===== src/rtl/tipi_pkg.sv =====
// Shared constants for the TIPI Pi/TI register paths.
// Holds TI latch addresses, frame lengths and the RD/RC select encoding.
package tipi_pkg;

  localparam logic [15:0] ADDR_WD = 16'h5FFF;
  localparam logic [15:0] ADDR_WC = 16'h5FFD;
  localparam logic [15:0] ADDR_RD = 16'h5FFB;
  localparam logic [15:0] ADDR_RC = 16'h5FF9;

  localparam logic [3:0] FRAME_LEN_PLAIN  = 4'd8;
  localparam logic [3:0] FRAME_LEN_PARITY = 4'd9;

  typedef enum logic {
    SEL_RD = 1'b0,
    SEL_RC = 1'b1
  } sel_e;

endpackage


===== src/rtl/tipi_sync.sv =====
// Multi-flop synchroniser for one asynchronous bit with a rise detector.
// Ports: clk, rst (sync, high), d (async in), q (synced level), rise (1-cycle pulse).
module tipi_sync #(
  parameter int STAGES  = 2,
  parameter bit RST_VAL = 1'b0
) (
  input  logic clk,
  input  logic rst,
  input  logic d,
  output logic q,
  output logic rise
);

  logic [STAGES-1:0] sr;
  logic              prev;

  always_ff @(posedge clk) begin
    if (rst) begin
      sr   <= {STAGES{RST_VAL}};
      prev <= RST_VAL;
    end else begin
      sr   <= {sr[STAGES-2:0], d};
      prev <= sr[STAGES-1];
    end
  end

  assign q    = sr[STAGES-1];
  assign rise = q & ~prev;

endmodule


===== src/rtl/tipi_pi_read_path.sv =====
// Pi-to-TI return path: deserialises Pi frames into RD/RC, serves TI reads.
// Ports: clk/rst, Pi serial (pi_sclk, pi_sdata, pi_latch, pi_sel),
// TI bus (ti_a, ti_memen, ti_dbin, ti_data_out, ti_data_oe),
// debug (rd_q, rc_q, frame_err). Option macro: TIPI_SHIFT_PARITY_EN.
module tipi_pi_read_path
  import tipi_pkg::*;
#(
  parameter int          SYNC_STAGES = 2,
  parameter logic [15:0] RD_ADDR     = ADDR_RD,
  parameter logic [15:0] RC_ADDR     = ADDR_RC
) (
  input  logic        clk,
  input  logic        rst,
  input  logic        pi_sclk,
  input  logic        pi_sdata,
  input  logic        pi_latch,
  input  logic        pi_sel,
  input  logic [0:15] ti_a,
  input  logic        ti_memen,
  input  logic        ti_dbin,
  output logic [7:0]  ti_data_out,
  output logic        ti_data_oe,
  output logic [7:0]  rd_q,
  output logic [7:0]  rc_q,
  output logic        frame_err
);

`ifdef TIPI_SHIFT_PARITY_EN
  localparam int         SHIFT_W   = 9;
  localparam logic [3:0] FRAME_LEN = FRAME_LEN_PARITY;
`else
  localparam int         SHIFT_W   = 8;
  localparam logic [3:0] FRAME_LEN = FRAME_LEN_PLAIN;
`endif

  logic sclk_q, sclk_rise;
  logic latch_q, latch_rise;
  logic memen_s, unused_memen_rise;
  logic dbin_s, unused_dbin_rise;

  tipi_sync #(.STAGES(SYNC_STAGES), .RST_VAL(1'b0)) u_sclk (
    .clk(clk), .rst(rst), .d(pi_sclk), .q(sclk_q), .rise(sclk_rise)
  );
  tipi_sync #(.STAGES(SYNC_STAGES), .RST_VAL(1'b0)) u_latch (
    .clk(clk), .rst(rst), .d(pi_latch), .q(latch_q), .rise(latch_rise)
  );
  tipi_sync #(.STAGES(SYNC_STAGES), .RST_VAL(1'b1)) u_memen (
    .clk(clk), .rst(rst), .d(ti_memen), .q(memen_s),
    .rise(unused_memen_rise)
  );
  tipi_sync #(.STAGES(SYNC_STAGES), .RST_VAL(1'b0)) u_dbin (
    .clk(clk), .rst(rst), .d(ti_dbin), .q(dbin_s),
    .rise(unused_dbin_rise)
  );

  // Level-only synchronisers; same depth keeps them aligned to the strobes.
  logic [17:0]                   plain_d;
  logic [SYNC_STAGES-1:0][17:0]  plain_sr;
  logic                          sdata_s;
  logic                          sel_s;
  logic [15:0]                   a_s;

  assign plain_d = {pi_sdata, pi_sel, ti_a};

  always_ff @(posedge clk) begin
    if (rst) plain_sr <= '0;
    else     plain_sr <= {plain_sr[SYNC_STAGES-2:0], plain_d};
  end

  assign sdata_s = plain_sr[SYNC_STAGES-1][17];
  assign sel_s   = plain_sr[SYNC_STAGES-1][16];
  assign a_s     = plain_sr[SYNC_STAGES-1][15:0];

  logic [SHIFT_W-1:0] shift_q;
  logic [3:0]         bit_cnt;
  logic [7:0]         frame_data;
  logic               par_ok;
  logic               frame_ok;

`ifdef TIPI_SHIFT_PARITY_EN
  assign frame_data = shift_q[8:1];
  assign par_ok     = ^shift_q;
`else
  assign frame_data = shift_q;
  assign par_ok     = 1'b1;
`endif

  assign frame_ok = (bit_cnt == FRAME_LEN) && par_ok;

  // Latch wins over a coincident sclk edge; that shift is dropped.
  always_ff @(posedge clk) begin
    if (rst) begin
      shift_q   <= '0;
      bit_cnt   <= '0;
      rd_q      <= '0;
      rc_q      <= '0;
      frame_err <= 1'b0;
    end else if (latch_rise) begin
      bit_cnt <= '0;
      if (frame_ok) begin
        if (sel_s == SEL_RC) rc_q <= frame_data;
        else                 rd_q <= frame_data;
      end else begin
        frame_err <= 1'b1;
      end
    end else if (sclk_rise) begin
      shift_q <= {shift_q[SHIFT_W-2:0], sdata_s};
      if (bit_cnt != 4'hF) bit_cnt <= bit_cnt + 4'd1;
    end
  end

  logic read_hit;

  assign read_hit = !memen_s && dbin_s &&
                    ((a_s == RD_ADDR) || (a_s == RC_ADDR));

  // Snapshot once at read start so a mid-read latch cannot glitch the bus.
  always_ff @(posedge clk) begin
    if (rst) begin
      ti_data_out <= '0;
      ti_data_oe  <= 1'b0;
    end else if (!read_hit) begin
      ti_data_oe <= 1'b0;
    end else if (!ti_data_oe) begin
      ti_data_oe  <= 1'b1;
      ti_data_out <= (a_s == RC_ADDR) ? rc_q : rd_q;
    end
  end

endmodule


===== config.mk =====
export PLATFORM = sky130hd
export DESIGN_NAME = tipi_pi_read_path
export DESIGN_NICKNAME = d
export VERILOG_FILES = /design/src/rtl/tipi_pkg.sv /design/src/rtl/tipi_sync.sv /design/src/rtl/tipi_pi_read_path.sv
export SDC_FILE = /design/constraint.sdc
export NUM_CORES = 1
export LEC_CHECK = 0
export CAP_MARGIN = 20
export CORE_MARGIN = 2
export CORE_UTILIZATION = 50
export DETAILED_ROUTE_END_ITERATION = 6
export HOLD_SLACK_MARGIN = 0.12
export PLACE_DENSITY = 0.74
export SYNTH_ARGS = -nofsm -noshare
export SYNTH_HDL_FRONTEND = slang
export SYNTH_HIERARCHICAL = 1
export SYNTH_SLANG_ARGS = --single-unit
export TNS_END_PERCENT = 5

===== constraint.sdc =====
create_clock -name clk -period 2.6 [get_ports clk]
set_input_delay 0.39 -clock clk [delete_from_list [all_inputs] [get_ports clk]]
set_output_delay 0.39 -clock clk [all_outputs]
set_load 0.1 [all_outputs]

== Yosys cells after proc, flatten, opt, wreduce, memory -nomap -nowiden ==
Cells that the tools add are included.
W data, S select, Z words.
Storage, ports and cells
  input port bits: 24
  bits in registers: 84
  output and inout port bits: 26
Cells by class
  $add $sub $neg: 1
  muxes and demuxes: 2
  reduce and logical (&&, ||, !) cells: 11
  eq/ne operators: 4
  bitwise operators: 8
Operators with widths (number)
  $eq A16 B15 Y1 const B: 2
  $mux W8: 1
  $reduce_and A2 Y1: 4
  $not A1 Y1: 6
  $reduce_and A3 Y1: 2
  $add A4 B1 Y4 const B: 1
  $eq A4 B4 Y1 const B: 1
  $ne A4 B4 Y1 const B: 1
  $and A1 B1 Y1: 2
  $logic_and A1 B1 Y1: 2
  $reduce_or A2 Y1: 1
  $logic_not A1 Y1: 1
  $logic_or A1 B1 Y1: 1
  $mux W1: 1

== Longest topological paths before layout ==
Gate-level depths: netlist of run 1.
  depth in word-level cells: 4
  depth in mapped cells: 7
  mapped depth without buffers: 6

== Modules after synthesis ==
Netlist of run 1, hierarchy kept.
By module, submodules not included
  tipi_pi_read_path: times used 1, area each 2548.7 sq um, cells an instance 247
  tipi_sync (u_dbin ...): times used 3, area each 87.6 sq um, cells an instance 7
  tipi_sync (u_memen): times used 1, area each 85.1 sq um, cells an instance 7

== Worst setup path before layout of run 1 ==
OpenSTA, ideal clock, no wires.
  kind: register to register
  start: reg ti_data_oe
  end: reg ti_data_out[0]
  stages on the path, launching flop included: 4
  period minus slack after synthesis: 1674 ps
  slack: 926 ps
  data arrival time: 1536 ps
  library setup time: 138 ps
  data required time: 2462 ps
  path through: dfxtp_1 -> nor2_1 -> a21oi_1 -> a211oi_1
Between the ends
  cells in the longest elaborated chain, start to end: 2
RTL lines
  start: declaration: line tipi_pi_read_path.sv:22  | output logic ti_data_oe,
  start signal: assignment: line tipi_pi_read_path.sv:121  | ti_data_oe <= 1'b0;
  start signal: assignment: line tipi_pi_read_path.sv:123  | ti_data_oe <= 1'b0;
  start signal: assignment: line tipi_pi_read_path.sv:125  | ti_data_oe <= 1'b1;
  $not A1 Y1 (no line)
  $reduce_and A2 Y1 (no line)
  end signal: assignment: line tipi_pi_read_path.sv:126  | ti_data_out <= (a_s == RC_ADDR) ? rc_q : rd_q;
  end: declaration: line tipi_pi_read_path.sv:21  | output logic [7:0] ti_data_out,
Every way passes these cells.
A chain may end at the register's enable or synchronous reset.

== Worst setup path in the final report of run 1 ==
  start: reg u_latch.sr[1]
  end: reg rc_q[6]
Between the ends
  cells in the longest elaborated chain, start to end: 2
RTL lines
  start: declaration: line tipi_sync.sv:14  | logic [STAGES-1:0] sr;
  start signal: assignment: line tipi_sync.sv:19  | sr <= {STAGES{RST_VAL}};
  start signal: assignment: line tipi_sync.sv:22  | sr <= {sr[STAGES-2:0], d};
  $and A1 B1 Y1: line tipi_sync.sv:28  | assign rise = q & ~prev;
  via latch_rise: line tipi_pi_read_path.sv:37  | logic latch_q, latch_rise;
  $reduce_and A3 Y1 (no line)
  end signal: assignment: line tipi_pi_read_path.sv:101  | if (sel_s == SEL_RC) rc_q <= frame_data;
  end: declaration: line tipi_pi_read_path.sv:24  | output logic [7:0] rc_q,
The timed path passes the listed nets, and every way through them passes these cells.

==> results of run 1 <==
## per-layer routing
layer / vias up / global-route usage / wire length [um] / part of all wire
met3: 5 / 0.0443 / 216 / 0.047
met4: 0 / 0.0672 / 42 / 0.0091
met5: - / 0 / 0 / 0
met2: 43 / 0.256 / 2200 / 0.48
li1: 984 / - / - / -
met1: 849 / 0.189 / 2150 / 0.47
## worst paths after layout
path | startpoint | cells past startpoint | endpoint
setup / recovery | u_latch/sr[1]$_SDFF_PP0_ | 5 | rc_q[6]$_SDFFE_PP0P_
hold / removal | u_memen/sr[0]$_SDFF_PP1_ | 1 | u_memen/sr[1]$_SDFF_PP1_
setup reg to reg | u_latch/sr[1]$_SDFF_PP0_ | 5 | rc_q[6]$_SDFFE_PP0P_
hold reg to reg | u_memen/sr[0]$_SDFF_PP1_ | 1 | u_memen/sr[1]$_SDFF_PP1_
## per-stage QoR
step | worst slack, ns | util | hold slack (ns) | instance area [um^2]
6_report | 0.827 | 0.636 | 0.412 | 3480
5_1_grt | 0.605 | 0.636 | 0.451 | 3480
4_1_cts | 0.815 | 0.636 | 0.414 | 3480
3_5_place_dp | 0.823 | 0.603 | 0.396 | 3300
3_3_place_gp | 0.878 | 0.603 | 0.395 | 3300
2_1_floorplan | 0.926 | - | 0.385 | 2830
## state kept, by name, indices dropped and copies added (netlist names), 4 cells and up
register,count
a_s,16
bit_cnt,4
frame_data,8
plain_sr,20
rc_q,8
rd_q,8
ti_data_out,8
## power groups by stage
| stage | logic [mW] | clock network [mW] | registers [mW] |
|---|---|---|---|
| 4_1_cts | 0.102 | 0.877 | 1.33 |
| 2_1_floorplan | 0.0547 | 0 | 1.36 |
| 6_report | 0.100 | 0.858 | 1.33 |
| 3_5_place_dp | 0.101 | 0 | 1.36 |
| 3_3_place_gp | 0.0993 | 0 | 1.36 |
| 5_1_grt | 0.110 | 0.929 | 1.34 |
## final cells by class
class,instances,area share
multi-input cells,168,0.310
clock buffers,11,0.0377
clock inverters,4,0.0147
inverters,3,0.00323
well taps,72,0.0259
repair buffers,51,0.125
flip-flops and latches,84,0.483
## worst max-delay path: stages (launching register included)
cell and delay, ns:
dfxtp_1 0.32, nor2b_2 0.31, nand4b_2 0.27, or2_1 0.46, mux2i_1 0.22, nor2_1 0.05
==> impl_metrics.tcl, run 1 <==
set metrics [dict create \
    ir_drop_mv 0.504 \
    cts_tree "done" \
    hold_viol 0 \
    first_iter_violations 103 \
    diodes 0 \
    syn_inst 269 \
    status "completed" \
    cp_max_fo 10 \
    sequentialPowerShare 0.582 \
    grt_max_degree 45 \
    nNetsFinal 343 \
    clkTransAtPathRegs_ns 0.08 \
    maxSlewHeadroom 0.504 \
    postCtsHoldBufs 0 \
    dr.pass1.iters 4 \
    power_density_mw_per_mm2 658 \
    switching_share 0.207 \
    power_switching_uw 474 \
    fp.dieH_um 79.2 \
    ys_warn_count 6 \
    syn_nets 295 \
    cp.required_ns 2.79 \
    drc 0 \
    final.setup.tns_ns 0 \
    track_usage 0.155 \
    power.internal_mw 1.82 \
    maxSlewViolCount 0 \
    p_leak_nw 1.37 \
    avgSynthCellArea_um2 10.5 \
    setup-violations-final 0 \
    grt_pass1_vias 1672 \
    skew_ns 0.00813 \
    place_inst 378 \
    tightest_slew_ns 0.745 \
    endpoint_kind "register" \
    drt_wl_total_um 4610 \
    final_cell_mix "dfxtp_1 (84), nor2b_1 (45), buf_4 (28), a21oi_1 (26), nand2_1 (25)" \
    fill_cells 463 \
    seq_area_mm2 0.00168 \
    final_antenna_net_count 0 \
    fp.coreArea_mm2 0.00547 \
    fin_cells 393 \
    cts_made_buffers 9 \
    vias 1881 \
    via_per_inst 4.79 \
    die_area_mm2 0.00628 \
    io_pins 50 \
    max_freq_mhz 564 \
    rows 27 \
    portBuffers 49 \
    crit_path_start_kind "register" \
    cts_setup_buffers 0 \
    drive_gt1_frac 0.156 \
    grt_first_pass_wirelength_um 7540 \
    synth_area_mm2 0.00283 \
    numClockSinks 84 \
    min_period_ns 1.77 \
    power_mw 2.29 \
    power_frac_comb 0.044 \
    cts_buffer_depth 2 \
    drv_cap 0 \
    critical_path_class "register to register" \
    htree_levels 3 \
    area.growth.synth_to_final_pct 23.1 \
    wl_per_cell_um 11.7 \
    cts-root-buf "clkbuf_8" \
    gp_congestion 0.714 \
    min_period_over_period 0.682 \
    reg2reg_slack_ns 0.83 \
    grt-ovfl-total 0 \
    start_util 0.517 \
    hold_path_class "register to register" \
    detailed_place_hpwl_um 3260 \
    arrival_ns 1.97 \
    multi_input_area_mm2 0.00108 \
    layout_commonest_cell "dfxtp_1" \
    cts_resized 0 \
    die_x_um 79.2 \
    antenna_found_initial 0 \
    clkPwrFrac 0.375 \
    grt_setup_unrepaired "false" \
    worstSkewPairLatency_ns 0.33 \
]
Note: power is estimated with default switching activity, not from simulation.
==> inputs of run 2 (changes only) <==
--- a/config.mk
+++ b/config.mk
@@ -7,10 +7,10 @@
 export LEC_CHECK = 0
 export CAP_MARGIN = 20
 export CORE_MARGIN = 2
-export CORE_UTILIZATION = 50
+export CORE_UTILIZATION = 46
 export DETAILED_ROUTE_END_ITERATION = 6
 export HOLD_SLACK_MARGIN = 0.12
-export PLACE_DENSITY = 0.74
+export PLACE_DENSITY = 0.72
 export SYNTH_ARGS = -nofsm -noshare
 export SYNTH_HDL_FRONTEND = slang
 export SYNTH_HIERARCHICAL = 1
==> constraint.sdc (replaced) <==
create_clock -name clk -period 1.4 [get_ports clk]
set_input_delay 0.21 -clock clk [delete_from_list [all_inputs] [get_ports clk]]
set_output_delay 0.21 -clock clk [all_outputs]
set_load 0.1 [all_outputs]
==> run 2 against run 1 <==
Effect of this change:
- clock skew up 0.0028 ns
- wire length increased by 7.4%
- fmax rose by 28%
- largest cell class unchanged
- power rose by 95%
- utilization grew 4.7 points
- hold slack worse by 0.13 ns
- sequential power increased by 86%
- sequential share of layout area shrank 6.6 points
==> impl_metrics.tcl, run 2 (synthesized netlist as in run 1, its figures left out) <==
set metrics [dict create \
    drt_wl_total_um 4950 \
    cts_tree "done" \
    io_pins 50 \
    hold_path_class "input port to register" \
    status "completed" \
    hold_viol 0 \
    detailed_place_hpwl_um 3410 \
    cp_max_fo 8 \
    fp.dieH_um 82.4 \
    final_cell_mix "dfxtp_1 (81), nor2b_1 (45), buf_12 (29), a21oi_1 (26), nand2_1 (25)" \
    setup-violations-final 0 \
    min_period_over_period 0.991 \
    grt_max_degree 37 \
    endpoint_kind "register" \
    via_per_inst 4.82 \
    vias 1986 \
    first_iter_violations 82 \
    tightest_slew_ns 0.452 \
    cp.required_ns 1.64 \
    drv_cap 0 \
    area.growth.synth_to_final_pct 42.9 \
    portBuffers 49 \
    drive_gt1_frac 0.231 \
    layout_commonest_cell "dfxtp_1" \
    postCtsHoldBufs 0 \
    clkTransAtPathRegs_ns 0.08 \
    top_register "plain_sr" \
    die_x_um 82.4 \
    grt_setup_unrepaired "true" \
    grt-ovfl-total 0 \
    whs_ns 0.285 \
    max_stage_delay_ns 0.33 \
    power_density_mw_per_mm2 1100 \
    antenna_found_initial 0 \
    dr.pass1.iters 4 \
    grt_pass1_vias 1817 \
    skew_ns 0.0109 \
    wl_per_cell_um 12.0 \
    track_usage 0.160 \
    critPathTopFamily "simple AND/OR/NAND/NOR gates" \
    arrival_ns 1.63 \
    ir_drop_mv 0.906 \
    worstSkewPairLatency_ns 0.35 \
    reg2reg_slack_ns 0.01 \
    cp.buffers_inverters 2 \
    crit_path_start_kind "register" \
    fp.coreArea_mm2 0.00592 \
    p_leak_nw 1.54 \
    cts_buffer_depth 2 \
    final_antenna_net_count 0 \
    cts_made_buffers 9 \
    start_util 0.478 \
    numClockSinks 84 \
    min_period_ns 1.39 \
    die_area_mm2 0.00679 \
    critical_path_class "register to register" \
    maxSlewViolCount 0 \
    drc 0 \
    max_freq_mhz 721 \
    path_cells "inv_2, ha_4, nand4b_4, or2_4, buf_12, mux2i_2, nor2_1" \
    nNetsFinal 358 \
    gp_congestion 0.773 \
    rows 28 \
    power_mw 4.46 \
    crit_slowest_cell "dfxtp_2" \
    cts-root-buf "clkbuf_8" \
    maxSlewHeadroom 0.698 \
    diodes 0 \
    htree_levels 3 \
    fin_util 0.683 \
    grt_first_pass_wirelength_um 8140 \
    largest_reg_flops 20 \
]
run 2: changes by cell type in the layout (fill, tap and decap cells not counted), moves of 2 or more:
cell | before | now
dfxtp_1 | 84 | 81
inv_1 | 3 | 1
buf_12 | 0 | 29
inv_2 | 0 | 2
clkbuf_1 | 2 | 0
clkbuf_8 | 9 | 11
buf_6 | 0 | 2
buf_4 | 28 | 12
dfxtp_2 | 0 | 3
run 2: layer usage:
metal  up-vias  global-route usage  routed length (um)
met5         -                   0                   0
met4         0               0.120                 156
met3        13              0.0348                 176
met2        45               0.259                2450
met1       908               0.186                2170
li1       1020                   -                   -
run 2: cell type report:
type / count / area, um^2
inverters: 3 / 11.3
well taps: 75 / 93.8
multi-input cells: 168 / 1120
flip-flops and latches: 84 / 1690
repair buffers: 66 / 918
clock inverters: 5 / 58.8
fillers: 443 / 1880
clock buffers: 11 / 151
run 2: repair_timing:
action,CTS,global route
setup buffers,2,0
gates cloned,0,0
endpoints found under the setup margin,23,30
pin swaps,1,2
resized for setup,8,7
run 2: power breakdown:
part / internal (mW) / leakage (nW) / switching, mW / total, mW
sequential: 2.45 / 0.688 / 0.0189 / 2.47
combinational: 0.130 / 0.753 / 0.0942 / 0.224
clock: 0.924 / 0.102 / 0.837 / 1.76
total: 3.51 / 1.54 / 0.950 / 4.46
run 2: final timing paths:
path | startpoint | end | cells after the start
setup / recovery | bit_cnt[0]$_SDFFE_PP0P_ | rc_q[0]$_SDFFE_PP0P_ | 7
hold / removal | rst | frame_err$_SDFFE_PP0P_ | 2
setup reg to reg | bit_cnt[0]$_SDFFE_PP0P_ | rc_q[0]$_SDFFE_PP0P_ | 7
hold reg to reg | u_memen/sr[0]$_SDFF_PP1_ | u_memen/sr[1]$_SDFF_PP1_ | 1
run 2: per-stage QoR:
stage,cell area [um^2],worst slack (ns),instances,setup TNS (ns)
finish,4040,0.0125,412,0
global placement,3760,0.00813,394,0
CTS,4020,0.00550,412,0
detailed placement,3760,-0.0519,394,-0.591
global route,4040,-0.0762,412,-0.572
floorplan,2830,-0.0815,269,-1.23
run 2: worst reg2reg max path, delay by kind of cell (launching register included):
kind | cells | cell delay, ns
buffers and inverters | 2 | 0.22
flip-flops | 1 | 0.33
multiplexers | 1 | 0.17
adder cells (fa/ha/maj) | 1 | 0.15
AND/OR/NAND/NOR | 3 | 0.41
